**config.mk**
```make
export PLATFORM = sky130hd
export DESIGN_NAME = switch_reader
export DESIGN_NICKNAME = d
export VERILOG_FILES = /design/src/rtl/switch_reader.sv
export SDC_FILE = /design/constraint.sdc
export NUM_CORES = 1
export LEC_CHECK = 0
export BUFFER_PORTS_ARGS = -buffer_cell sky130_fd_sc_hd__buf_2
export CAP_MARGIN = 15
export CELL_PAD_IN_SITES_DETAIL_PLACEMENT = 1
export CELL_PAD_IN_SITES_GLOBAL_PLACEMENT = 2
export CORE_ASPECT_RATIO = 0.7
export CORE_MARGIN = 2
export CORE_UTILIZATION = 41
export DETAILED_ROUTE_END_ITERATION = 8
export PLACE_DENSITY = 0.91
export SETUP_SLACK_MARGIN = 0.5
export SLEW_MARGIN = 20
export SYNTH_ARGS = -nofsm -noshare
export SYNTH_HDL_FRONTEND = slang
export SYNTH_SLANG_ARGS = --single-unit
```
**constraint.sdc**
```tcl
create_clock -name clk -period 5.49 [get_ports clk]
set_clock_uncertainty 0.05 [all_clocks]
set_input_delay 0.549 -clock clk [delete_from_list [all_inputs] [get_ports clk]]
set_output_delay 0.549 -clock clk [all_outputs]
set_load 0.02 [all_outputs]
```
**src/rtl/switch_reader.sv**
```systemverilog
// -----------------------------------------------------------------------------
// switch_reader
//
// Purpose:
//   Reads raw board switch pins and turns them into clean levels for the
//   application logic. Each pin may pass through a two-flop synchroniser.
//   Each bit is then debounced by its own counter. Every accepted level change
//   is reported as an event on a valid/ready handshake. If the consumer has
//   not yet taken the pending event, later changes are merged into it.
//
// Build option:
//   SWITCH_READER_SYNC_EN - when defined, a two-flop synchroniser sits in
//                           front of the debounce counters. Latency from pin
//                           to state is then DEBOUNCE+2 edges.
//                           When undefined, the counters sample `switches`
//                           directly. Latency is then DEBOUNCE edges. Use this
//                           mode only for inputs that are already synchronous
//                           to clk.
//
// Parameters:
//   WIDTH       - number of switch inputs
//   DEBOUNCE    - consecutive cycles a new level must persist (2..65535)
//   RESET_STATE - reset value of the synchroniser, stable and event-value
//                 registers
//
// Ports:
//   clk          in   sole clock, rising edge
//   rst          in   asynchronous active-high reset
//   switches     in   raw switch pins [WIDTH]
//   state        out  debounced stable levels [WIDTH]
//   evt_valid    out  change event pending
//   evt_ready    in   consumer accepts the event (ignored when evt_valid=0)
//   evt_value    out  state captured at the most recent merged change [WIDTH]
//   evt_changed  out  bits changed since the last accepted event [WIDTH]
//   evt_overflow out  more than one change merged into the pending event
// -----------------------------------------------------------------------------
module switch_reader #(
  parameter int               WIDTH       = 8,
  parameter int               DEBOUNCE    = 16,
  parameter logic [WIDTH-1:0] RESET_STATE = '0
) (
  input  logic             clk,
  input  logic             rst,
  input  logic [WIDTH-1:0] switches,
  output logic [WIDTH-1:0] state,
  output logic             evt_valid,
  input  logic             evt_ready,
  output logic [WIDTH-1:0] evt_value,
  output logic [WIDTH-1:0] evt_changed,
  output logic             evt_overflow
);

  // The counter only has to hold values up to DEBOUNCE-1.
  localparam int            CW      = (DEBOUNCE > 1) ? $clog2(DEBOUNCE) : 1;
  localparam logic [CW-1:0] CNT_MAX = CW'(DEBOUNCE - 1);

  // Level presented to the debounce counters.
  logic [WIDTH-1:0] deb_in;

  // ---------------------------------------------------------------------------
  // Optional input synchroniser
  // ---------------------------------------------------------------------------
`ifdef SWITCH_READER_SYNC_EN
  logic [WIDTH-1:0] sync1_q, sync1_d;
  logic [WIDTH-1:0] sync2_q, sync2_d;

  always_comb begin
    sync1_d = switches;
    sync2_d = sync1_q;
  end

  always_ff @(posedge clk or posedge rst) begin
    if (rst) begin
      sync1_q <= RESET_STATE;
      sync2_q <= RESET_STATE;
    end else begin
      sync1_q <= sync1_d;
      sync2_q <= sync2_d;
    end
  end

  assign deb_in = sync2_q;
`else
  // The inputs are already synchronous to clk, so they feed the counters
  // directly.
  assign deb_in = switches;
`endif

  // ---------------------------------------------------------------------------
  // Per-bit debounce
  // ---------------------------------------------------------------------------
  logic [WIDTH-1:0] stable_q, stable_d;
  logic [WIDTH-1:0] chg;  // bits whose stable level flips on this edge

  for (genvar gi = 0; gi < WIDTH; gi++) begin : g_bit
    logic [CW-1:0] cnt_q, cnt_d;
    logic          stable_bit_d;
    logic          chg_bit;

    always_comb begin
      cnt_d        = cnt_q;
      stable_bit_d = stable_q[gi];
      chg_bit      = 1'b0;
      if (deb_in[gi] == stable_q[gi]) begin
        // The input agrees with the stable level. Any partial count is
        // discarded, so a short glitch leaves no trace.
        cnt_d = '0;
      end else if (cnt_q == CNT_MAX) begin
        // This is the DEBOUNCE-th consecutive disagreeing sample.
        // The new level is accepted.
        stable_bit_d = deb_in[gi];
        cnt_d        = '0;
        chg_bit      = 1'b1;
      end else begin
        cnt_d = cnt_q + CW'(1);
      end
    end

    always_ff @(posedge clk or posedge rst) begin
      if (rst) begin
        cnt_q <= '0;
      end else begin
        cnt_q <= cnt_d;
      end
    end

    assign stable_d[gi] = stable_bit_d;
    assign chg[gi]      = chg_bit;
  end

  always_ff @(posedge clk or posedge rst) begin
    if (rst) begin
      stable_q <= RESET_STATE;
    end else begin
      stable_q <= stable_d;
    end
  end

  // ---------------------------------------------------------------------------
  // Event register
  // ---------------------------------------------------------------------------
  logic             evt_valid_q,    evt_valid_d;
  logic [WIDTH-1:0] evt_value_q,    evt_value_d;
  logic [WIDTH-1:0] evt_changed_q,  evt_changed_d;
  logic             evt_overflow_q, evt_overflow_d;
  logic             xfer;

  always_comb begin
    evt_valid_d    = evt_valid_q;
    evt_value_d    = evt_value_q;
    evt_changed_d  = evt_changed_q;
    evt_overflow_d = evt_overflow_q;
    xfer           = evt_valid_q & evt_ready;

    if (|chg) begin
      // evt_value takes the post-edge stable level. This keeps it identical
      // to `state` on the edge where the change lands.
      evt_value_d = stable_d;
      if (!evt_valid_q || xfer) begin
        // Either the slot is empty, or it is being emptied on this edge.
        // Start a fresh event in both cases.
        evt_valid_d    = 1'b1;
        evt_changed_d  = chg;
        evt_overflow_d = 1'b0;
      end else begin
        // The consumer still holds the old event, so merge this change into
        // it. A bit that flips back keeps its changed flag; the mask records
        // activity, not a net difference.
        evt_changed_d  = evt_changed_q | chg;
        evt_overflow_d = 1'b1;
      end
    end else if (xfer) begin
      // evt_value is left holding the last reported level.
      evt_valid_d    = 1'b0;
      evt_changed_d  = '0;
      evt_overflow_d = 1'b0;
    end
  end

  always_ff @(posedge clk or posedge rst) begin
    if (rst) begin
      evt_valid_q    <= 1'b0;
      evt_value_q    <= RESET_STATE;
      evt_changed_q  <= '0;
      evt_overflow_q <= 1'b0;
    end else begin
      evt_valid_q    <= evt_valid_d;
      evt_value_q    <= evt_value_d;
      evt_changed_q  <= evt_changed_d;
      evt_overflow_q <= evt_overflow_d;
    end
  end

  // Every output comes straight from a flop. There is no combinational path
  // from evt_ready to any output.
  assign state        = stable_q;
  assign evt_valid    = evt_valid_q;
  assign evt_value    = evt_value_q;
  assign evt_changed  = evt_changed_q;
  assign evt_overflow = evt_overflow_q;

endmodule
```
## Word-level counts from Yosys, hierarchy flattened

Index checks and enable logic that the tools add are counted.

| storage, ports and cells | value |
|---|---|
| memory bits (writable) | 0 |
| output and inout bits | 26 |
| memories | 0 |
| bits in latches | 0 |
| logic and storage cells | 101 |
| input bits | 11 |
| ROM bits | 0 |
| flip-flop bits (word level) | 58 |

| operators by class | value |
|---|---|
| $add $sub $neg | 8 |
| $lt $le $gt $ge | 0 |
| shift operators | 0 |
| multipliers | 0 |
| reductions and logical operators | 5 |
| equality and inequality tests | 17 |
| muxes and demuxes | 56 |
| bitwise logic cells | 2 |
| div/mod/pow operators | 0 |

Operators with widths:

| kind | count |
|---|---|
| $mux 4 | 16 |
| $mux 1 | 37 |
| $add 4x1->4 const B | 8 |
| $eq 4x4->1 const B | 8 |
| $mux 8 | 3 |
| $eq 1x1->1 | 8 |
| $or 8x8->8 | 1 |
| $reduce_or 8->1 | 1 |
| $ne 2x1->1 const B | 1 |
| $reduce_and 2->1 | 1 |
| $reduce_bool 2->1 | 1 |
| $and 1x1->1 | 1 |
| $logic_not 1->1 | 1 |
| $logic_or 1x1->1 | 1 |

## Longest topological paths before layout

Gate-level depths: netlist of the first run.

| depth | value |
|---|---|
| depth in word-level cells | 6 |
| depth in mapped cells | 7 |
| gate-level depth less buffers | 5 |

## Least setup slack after synthesis of the first run

No wires, ideal clock.

| path | value |
|---|---|
| kind | in2reg |
| start | input switches[6] |
| end | register evt_value_q[2] (netlist: evt_value[2]) |
| stages | 6 |
| path buffers | 2 |
| setup time | 0.125 ns |
| data arrival time | 1.953 ns |
| data required time | 5.315 ns |
| slack | 3.362 ns |
| cells stage by stage | xnor2_1 -> o22ai_1 -> or4_1 -> buf_6 -> buf_8 -> mux2_4 |

| on the way | value |
|---|---|
| word-level cells in the longest chain between the ends | 3 |

RTL lines:

| element | line | RTL |
|---|---|---|
| from (decl) | 44 | `input logic [WIDTH-1:0] switches,` |
| $eq 1x1->1 | 104 | `if (deb_in[gi] == stable_q[gi]) begin` |
| $mux 1 | 104 |  |
| $reduce_or 8->1 | 155 | `if (\|chg) begin` |
| to (signal assigned) | 188 | `evt_value_q <= evt_value_d;` |
| to (decl) | 143 | `logic [WIDTH-1:0] evt_value_q, evt_value_d;` |

No other way between the ends.
A chain may end at the register's enable or synchronous reset.

## Worst setup path in the final report of the first run

| path | value |
|---|---|
| start | register stable_q[7] (netlist: state[7]) |
| end | register evt_value_q[2] (netlist: evt_value[2]) |

| on the way | value |
|---|---|
| word-level cells in the longest chain between the ends | 3 |

RTL lines:

| element | line | RTL |
|---|---|---|
| from (decl) | 92 | `logic [WIDTH-1:0] stable_q, stable_d;` |
| from (signal assigned) | 135 | `stable_q <= stable_d;` |
| $eq 1x1->1 | 104 |  |
| $mux 1 | 104 |  |
| $reduce_or 8->1 | 155 |  |

No other way between the ends.

==> key figures, run 1 <==
STA
  – RSZ-0062 raised after global routing: false
  – Period utilization: 0.4462
  – Setup tns final: 0 ns
  – Fin Hold WS: 0.3658 ns
  – Setup ws final: 3.041 ns
  – Max-slew violations: 0
  – Slew margin rel.: 0.4981
  – Least-Margin Pin Slew: 0.7528 ns
  – Maximum clock rate: 408.3 MHz
  – Fin. Hold Viols: 0
  – Setup violations, final: 0
  – Min cycle time layout: 2.449 ns

Logic synthesis
  – FFs w/ async S/R, synth: 1.000
  – Synth Area in Simple Gates: 0.1310
  – Area share of the leading cell type in the synthesized netlist: 0.5628
  – Number of synthesized flops with an enable pin: 0
  – Adder-cell share of the synthesized area: 0.03882
  – #FFs+latches synth: 58
  – Cell count after synthesis: 213
  – Main synth FF type: dfrtp_1
  – Compound-Gate Fraction of Synth Area: 0.09656
  – Top-count cell post-synth: dfrtp_1
  – Synthesized Nets: 232
  – Multiplexer share of the synthesized area: 0.07569
  – Synth area leaders: dfrtp_1, mux2_2, a21oi_1
  – Seq/Total Area, Yosys: 0.5628
  – Yosys warnings: 0
  – Post-Synth XOR/XNOR Area: 0.07181
  – Top cell type by total area after synthesis: dfrtp_1
  – Synth cell types: 27
  – Post-synthesis cell area: roughly 2600 um^2
  – Largest family of logic cells by synthesized area: simple AND/OR/NAND/NOR gates
  – Syn Area/Cell: 12.11 um^2
  – Synth top cells by count: dfrtp_1, a21oi_1, mux2_2, nor2_1, o21ai_0

Clocking
  – TritonCTS clock tree: yes
  – Clk root buf: clkbuf_8
  – CTS Buf Count: 9
  – CTS max path bufs: 2
  – Clock Sinks: 58
  – Clk pin slew, worst setup/hold paths: 0.06 ns
  – # hold bufs at CTS: 0
  – CTS resizes: 0
  – Post-CTS setup buffer count: 0
  – H-tree depth: 3
  – Clk_lat worst skew: roughly 0.33 ns

Place
  – DP Worst Slack: 2.770 ns
  – DP Area: between 2000 and 3000 um^2
  – Routability Congestion: 0.7214
  – Port bufs: 36
  – DPL Wire Length: 3477 um
  – Placed Instances: 325

Critical path
  – Slowest cell delay on critical path: 0.79 ns
  – Req. time, crit path: 5.66 ns
  – R2R cell count: 4
  – Arr. time, crit path: 2.62 ns
  – CP Capture Type: register
  – R2R setup slack: 3.04 ns
  – Setup CP Type: reg2reg
  – CP Cell Sequence: xnor2_1, o22ai_1, or4_1, mux2_4
  – Slowest stage cell, crit path: or4_1
  – CP Max Fanout: 18
  – Crit start category: register

Power and ir drop
  – Flop pwr share: 0.501
  – LEAKAGE: 0.001373 uW
  – Net Switching: 267.8 uW
  – Peak supply drop: 0.1504 mV
  – Sw Ratio: 0.2642
  – Clock power frac: 0.371
  – Internal power: 745.8 uW
  – Comb power frac: 0.128
  – Power per standard cell area: between 300 and 400 nW/um^2

Floorplan
  – Die footprint: 6950 um^2
  – Row count: 24
  – Initial core utilization: 0.4189
  – Die Wd: between 90 and 100 um
  – Core Box Area: approximately 6000 um^2
  – I/O pin cnt: 37
  – Chip Height: 70.35 um

GRT
  – Met2 GRT Util: 0.2267
  – Total track usage: 0.1620
  – GR Overflow Total: 0
  – M1 GR Usage: 0.2248
  – Top Usage Layer GRT: met2
  – First-pass GRT wire length: 8749 um
  – Largest net degree at the start of global routing: 59
  – Initial antenna violation count: 0
  – Met3 Use GR: 0.07007
  – Vias in the first global route: 1841

Final layout
  – Final Non-Filler Cells: 340
  – Number of nets in the layout: 277
  – Share of layout cells above drive strength 1: 0.2863
  – Number of diodes: 0
  – Area grow syn2layout: 17.08%
  – Design Area, Final: about 3000 um^2

Routing
  – DR iter-0 viols: 51
  – Drt first pass iters: 4
  – Via/cell ratio: 5.165
  – Avg WL per Cell: between 10 and 15 um
  – Routed wire length: between 5000 and 6000 um
  – # DRC: 0
  – ANT nets after route: 0
  – DR vias: 1756

Hold path
  – Worst min path class: in2async

Job
  – Max cap viols: 0

Outcome
  – Outcome: finished clean
sequential cells by signal, indices dropped and copies added (netlist names):
name	count
evt_changed	8
state	8
g_bit.cnt_q	32
evt_valid	1
evt_overflow	1
evt_value	8
path summary, 6_finish.rpt:
path / from / end
setup / recovery: state[7]$_DFF_PP0_ / evt_value[2]$_DFFE_PP0P_
setup reg to reg: state[7]$_DFF_PP0_ / evt_value[2]$_DFFE_PP0P_
hold reg to reg: g_bit[5].cnt_q[0]$_DFF_PP0_ / g_bit[5].cnt_q[0]$_DFF_PP0_
hold / removal: rst / g_bit[2].cnt_q[3]$_DFF_PP0_
min in group clk: switches[6] / state[6]$_DFF_PP0_
max in group asynchronous: rst / state[0]$_DFF_PP0_
power groups by stage:
| stage | Clock, uW | Sequential, uW | Combinational (uW) |
|---|---|---|---|
| final | 376 | 508 | 130 |
| after detailed placement | 0 | 515 | 131 |
| after global routing | 409 | 515 | 148 |
| after CTS | 389 | 508 | 133 |
| after global placement | 0 | 513 | 127 |
| after floorplan | 0 | 522 | 79.7 |
worst max-delay path: cells and delay by family (launching register included):
kind / cells / cell delay (ns)
compound gates: 1 / 0.22
xor+xnor: 1 / 0.47
flops: 1 / 0.40
mux: 1 / 0.41
simple gates: 1 / 0.79
final cells by class:
type	count	area, um^2
clock buffers	12	145.1
clock inverters	3	40.04
fillers	664	3137
inverters	8	30.03
multi-input cells	144	1067
flip-flops and latches	58	1451
well taps	78	97.59
repair buffers	37	187.7
layer usage:
layer	vias to the layer above	wire length [um]	share of wire
met4	0	63	0.012
met1	865	2612	0.51
met5	-	0	0
met3	9	268	0.053
li1	847	-	-
met2	35	2155	0.42
metrics by stage:
| step | util | power, uW |
|---|---|---|
| detailed placement | 0.4604 | 646.4 |
| global placement | 0.4604 | 640.6 |
| CTS | 0.4904 | 1029 |
| global route | 0.4904 | 1072 |
| floorplan | - | 601.4 |
| finish | 0.4904 | 1014 |
cell usage in the layout (no fill, tap or decap), types with 2 or more instances in the layout:
master and n:
clkbuf_8 10, a311oi_1 2, o22ai_1 4, mux2_2 16, nor3b_1 7, o21ai_0 15
nor2_1 16, ha_1 8, xnor2_2 6, nor2b_1 7, a21oi_1 22, nand3_1 8
nand2b_1 8, buf_2 36, clkbuf_1 2, dfrtp_1 58, xnor2_1 10, nand4b_1 7
inv_1 7, clkinv_2 2
cells by family (layout without fill, tap and decap cells):
family | Yosys count | after routing
adders and majority gates | 8 | 8
muxes | 17 | 17
AOI/OAI and AO/OA | 46 | 46
DFF | 58 | 58
and+or+nand+nor | 57 | 57
xor gates and xnor gates | 16 | 16
buffers and inverters | 11 | 60
No activity file was read; power rests on OpenSTA's default activity.
==> run 2, diff against run 1 <==
--- a/config.mk
+++ b/config.mk
@@ -11,9 +11,9 @@
 export CELL_PAD_IN_SITES_GLOBAL_PLACEMENT = 2
 export CORE_ASPECT_RATIO = 0.7
 export CORE_MARGIN = 2
-export CORE_UTILIZATION = 41
+export CORE_UTILIZATION = 34
 export DETAILED_ROUTE_END_ITERATION = 8
-export PLACE_DENSITY = 0.91
+export PLACE_DENSITY = 0.82
 export SETUP_SLACK_MARGIN = 0.5
 export SLEW_MARGIN = 20
 export SYNTH_ARGS = -nofsm -noshare
==> constraint.sdc (replaced) <==
create_clock -name clk -period 2.15 [get_ports clk]
set_clock_uncertainty 0.05 [all_clocks]
set_input_delay 0.215 -clock clk [delete_from_list [all_inputs] [get_ports clk]]
set_output_delay 0.215 -clock clk [all_outputs]
set_load 0.02 [all_outputs]
==> run 2 against run 1 <==
Against the previous run:
- clock power increased to 2.8 times the previous value
- critical path depth rose by 2
- register-to-register slack got worse by 2.9 ns
- utilization grew 0.94 points
- highest routed layer unchanged
- critical endpoint unchanged
- largest cell class unchanged
- worst hold slack lost 0.24 ns
- die area grew 20%
==> key figures, run 2 (synthesized netlist as in run 1, its figures left out) <==
STA
  – Fin. Hold Viols: 0 (unchanged)
  – RSZ-0062 raised after global routing: true
  – Max-slew violations: 0 (unchanged)
  – Min cycle time layout: 1.991 ns (-0.4581 ns)
  – Least-Margin Pin Slew: 0.8528 ns (+0.1000 ns)
  – Setup tns final: 0 ns (unchanged)
  – Setup violations, final: 0 (unchanged)
  – Maximum clock rate: 502.2 MHz (+23%)
  – Slew margin rel.: 0.4303 (-0.06785)
  – Period utilization: 0.9262 (+0.4800)

Clocking
  – Clock Sinks: 58 (unchanged)
  – Clk root buf: clkbuf_8
  – TritonCTS clock tree: yes
  – Clk pin slew, worst setup/hold paths: 0.06 ns (about the same)
  – Clk_lat worst skew: 0.35 ns (+0.02 ns)
  – CTS Buf Count: 9 (unchanged)
  – CTS max path bufs: 2 (unchanged)
  – H-tree depth: 3 (unchanged)

Power and ir drop
  – LEAKAGE: 0.001613 uW (+17%)
  – Peak supply drop: 0.3707 mV (+150%)
  – Power per standard cell area: 783.9 nW/um^2 (+130%)

Critical path
  – R2R cell count: 6 (+2)
  – Crit start category: register
  – Setup CP Type: reg2reg
  – R2r endpoint: evt_value[2]$_DFFE_PP0P_
  – Arr. time, crit path: 2.17 ns (-0.45 ns)
  – CP Capture Type: register
  – R2R setup slack: 0.16 ns (-2.88 ns)
  – Req. time, crit path: 2.33 ns (-3.33 ns)
  – RR Startpoint: g_bit[6].cnt_q[1]$_DFF_PP0_
  – CP Max Fanout: 6 (-12)

Final layout
  – Area grow syn2layout: 41.87%
  – Most common cell after layout, fill and taps aside: dfrtp_1
  – Biggest register: g_bit.cnt_q
  – Fin util: 0.4998 (+0.009382)
  – Max reg flops: 32 (unchanged)
  – Number of fill cells: 781 (+18%)
  – Final Non-Filler Cells: 402 (+18%)
  – Number of diodes: 0 (unchanged)
  – Commonest non-fill, non-tap cells in the layout: dfrtp_1, buf_2, buf_4
  – Area used by multi-input combinational logic: 1285 um^2 (+20%)
  – Number of nets in the layout: 318 (+15%)
  – Sequential cell area: 1461 um^2 (+0.69%)
  – Share of layout cells above drive strength 1: 0.4967 (+0.2105)

Floorplan
  – Die Wd: 108.1 um (+9.4%)
  – Die footprint: 8308 um^2 (+20%)
  – Core Box Area: 7320 um^2 (+19%)
  – Initial core utilization: 0.3523 (-0.06659)
  – Chip Height: 76.87 um (+9.3%)
  – Row count: 26 (+8.3%)
  – I/O pin cnt: 37 (unchanged)

Place
  – Placed Instances: 356 (+9.5%)
  – Routability Congestion: 0.7375 (+2.2%)
  – Port bufs: 36 (unchanged)
  – DPL Wire Length: 4113 um (+18%)

Routing
  – Via/cell ratio: 4.915 (-4.8%)
  – Routed wire length: 6468 um (+27%)
  – ANT nets after route: 0 (unchanged)
  – # DRC: 0 (unchanged)
  – DR iter-0 viols: 47 (-7.8%)
  – DR vias: 1976 (+13%)
  – Avg WL per Cell: 16.09 um (+7.3%)
  – Drt first pass iters: 4 (unchanged)

Hold path
  – Hold Path End: state[4]$_DFF_PP0_
  – Worst min path class: in2reg
  – Hold depth: 2
  – Hold Startpoint: switches[4]

Outcome
  – Outcome: finished clean

GRT
  – First-pass GRT wire length: 10290 um (+18%)
  – Initial antenna violation count: 0 (unchanged)
  – GR Overflow Total: 0 (unchanged)
  – Vias in the first global route: 2073 (+13%)
  – Largest net degree at the start of global routing: 35 (-41%)
  – Total track usage: 0.1641 (+0.002089)

Job
  – Max cap viols: 0 (unchanged)
## run 2: changes by cell type in the layout (fill, tap and decap cells not counted), sizes merged
| cell | previous run | this run |
|---|---|---|
| inv | 8 | 7 |
| clkbuf | 12 | 15 |
| clkinvlp | 0 | 1 |
| dlygate4sd3 | 0 | 1 |
| clkinv | 2 | 1 |
| buf | 37 | 76 |
## run 2: critical path, stage by stage (launching register included)
cell and delay, ns:
dfrtp_1 0.41, ha_4 0.19, nand3_4 0.07, o22ai_2 0.09, or4_4 0.61, buf_12 0.17
mux2_4 0.29
## run 2: final cells by class
type	instances	share of cell area
sequential	58	0.3995
multi-input combinational	144	0.3512
timing repair buffer	78	0.1498
clock buffer	14	0.04720
tap	98	0.03352
clock inverter	2	0.009576
inverter	8	0.009234
## run 2: per-stage QoR
stage               hold slack, ns  total power [uW]  area, um^2  worst slack, ns
floorplan                   0.2579              1568        2723           0.1295
global placement            0.2623              1696        3098          0.09480
detailed placement          0.2710              1714        3098          0.05252
CTS                         0.1207              2835        3466           0.1921
global route                0.1169              3030        3659           0.1192
finish                      0.1257              2868        3659           0.1587
## run 2: timing repair
action / 4_1_cts / 5_1_grt
gates cloned: 0 / 1
pin swaps: 4 / 8
endpoints found under the setup margin: 18 / 18
setup buffers: 15 / 13
endpoints found under the hold margin: 24 / 0
hold buffers: 1 / 0
resized for setup: 13 / 17
## run 2: worst max-delay path by stage
| stage | cells past startpoint | slack [ns] | endpoint | start |
|---|---|---|---|---|
| finish | 6 | 0.16 | evt_value[2]$_DFFE_PP0P_ | g_bit[6].cnt_q[1]$_DFF_PP0_ |
| CTS | 6 | 0.19 | evt_value[2]$_DFFE_PP0P_ | g_bit[2].cnt_q[1]$_DFF_PP0_ |
| global placement | 6 | 0.09 | evt_value[2]$_DFFE_PP0P_ | g_bit[3].cnt_q[0]$_DFF_PP0_ |
| detailed placement | 6 | 0.05 | evt_value[2]$_DFFE_PP0P_ | g_bit[3].cnt_q[0]$_DFF_PP0_ |
| global route | 6 | 0.12 | evt_value[2]$_DFFE_PP0P_ | g_bit[6].cnt_q[1]$_DFF_PP0_ |
| floorplan | 6 | 0.13 | evt_value[2]$_DFFE_PP0P_ | state[7]$_DFF_PP0_ |
## run 2: report_power, final
| group | switching [uW] | internal [uW] | leakage (uW) |
|---|---|---|---|
| logic | 240 | 270 | 0.000766 |
| registers | 107 | 1200 | 0.000740 |
| clock network | 425 | 629 | 0.000107 |
## run 2: per-layer routing
metal  part of all wire  vias to the layer above  global-route usage
met5                  0                        -                   0
met4              0.015                        0             0.07308
met3              0.044                        9             0.05527
met2               0.50                       37              0.2604
met1               0.44                     1001              0.2027
li1                   -                      929                   -
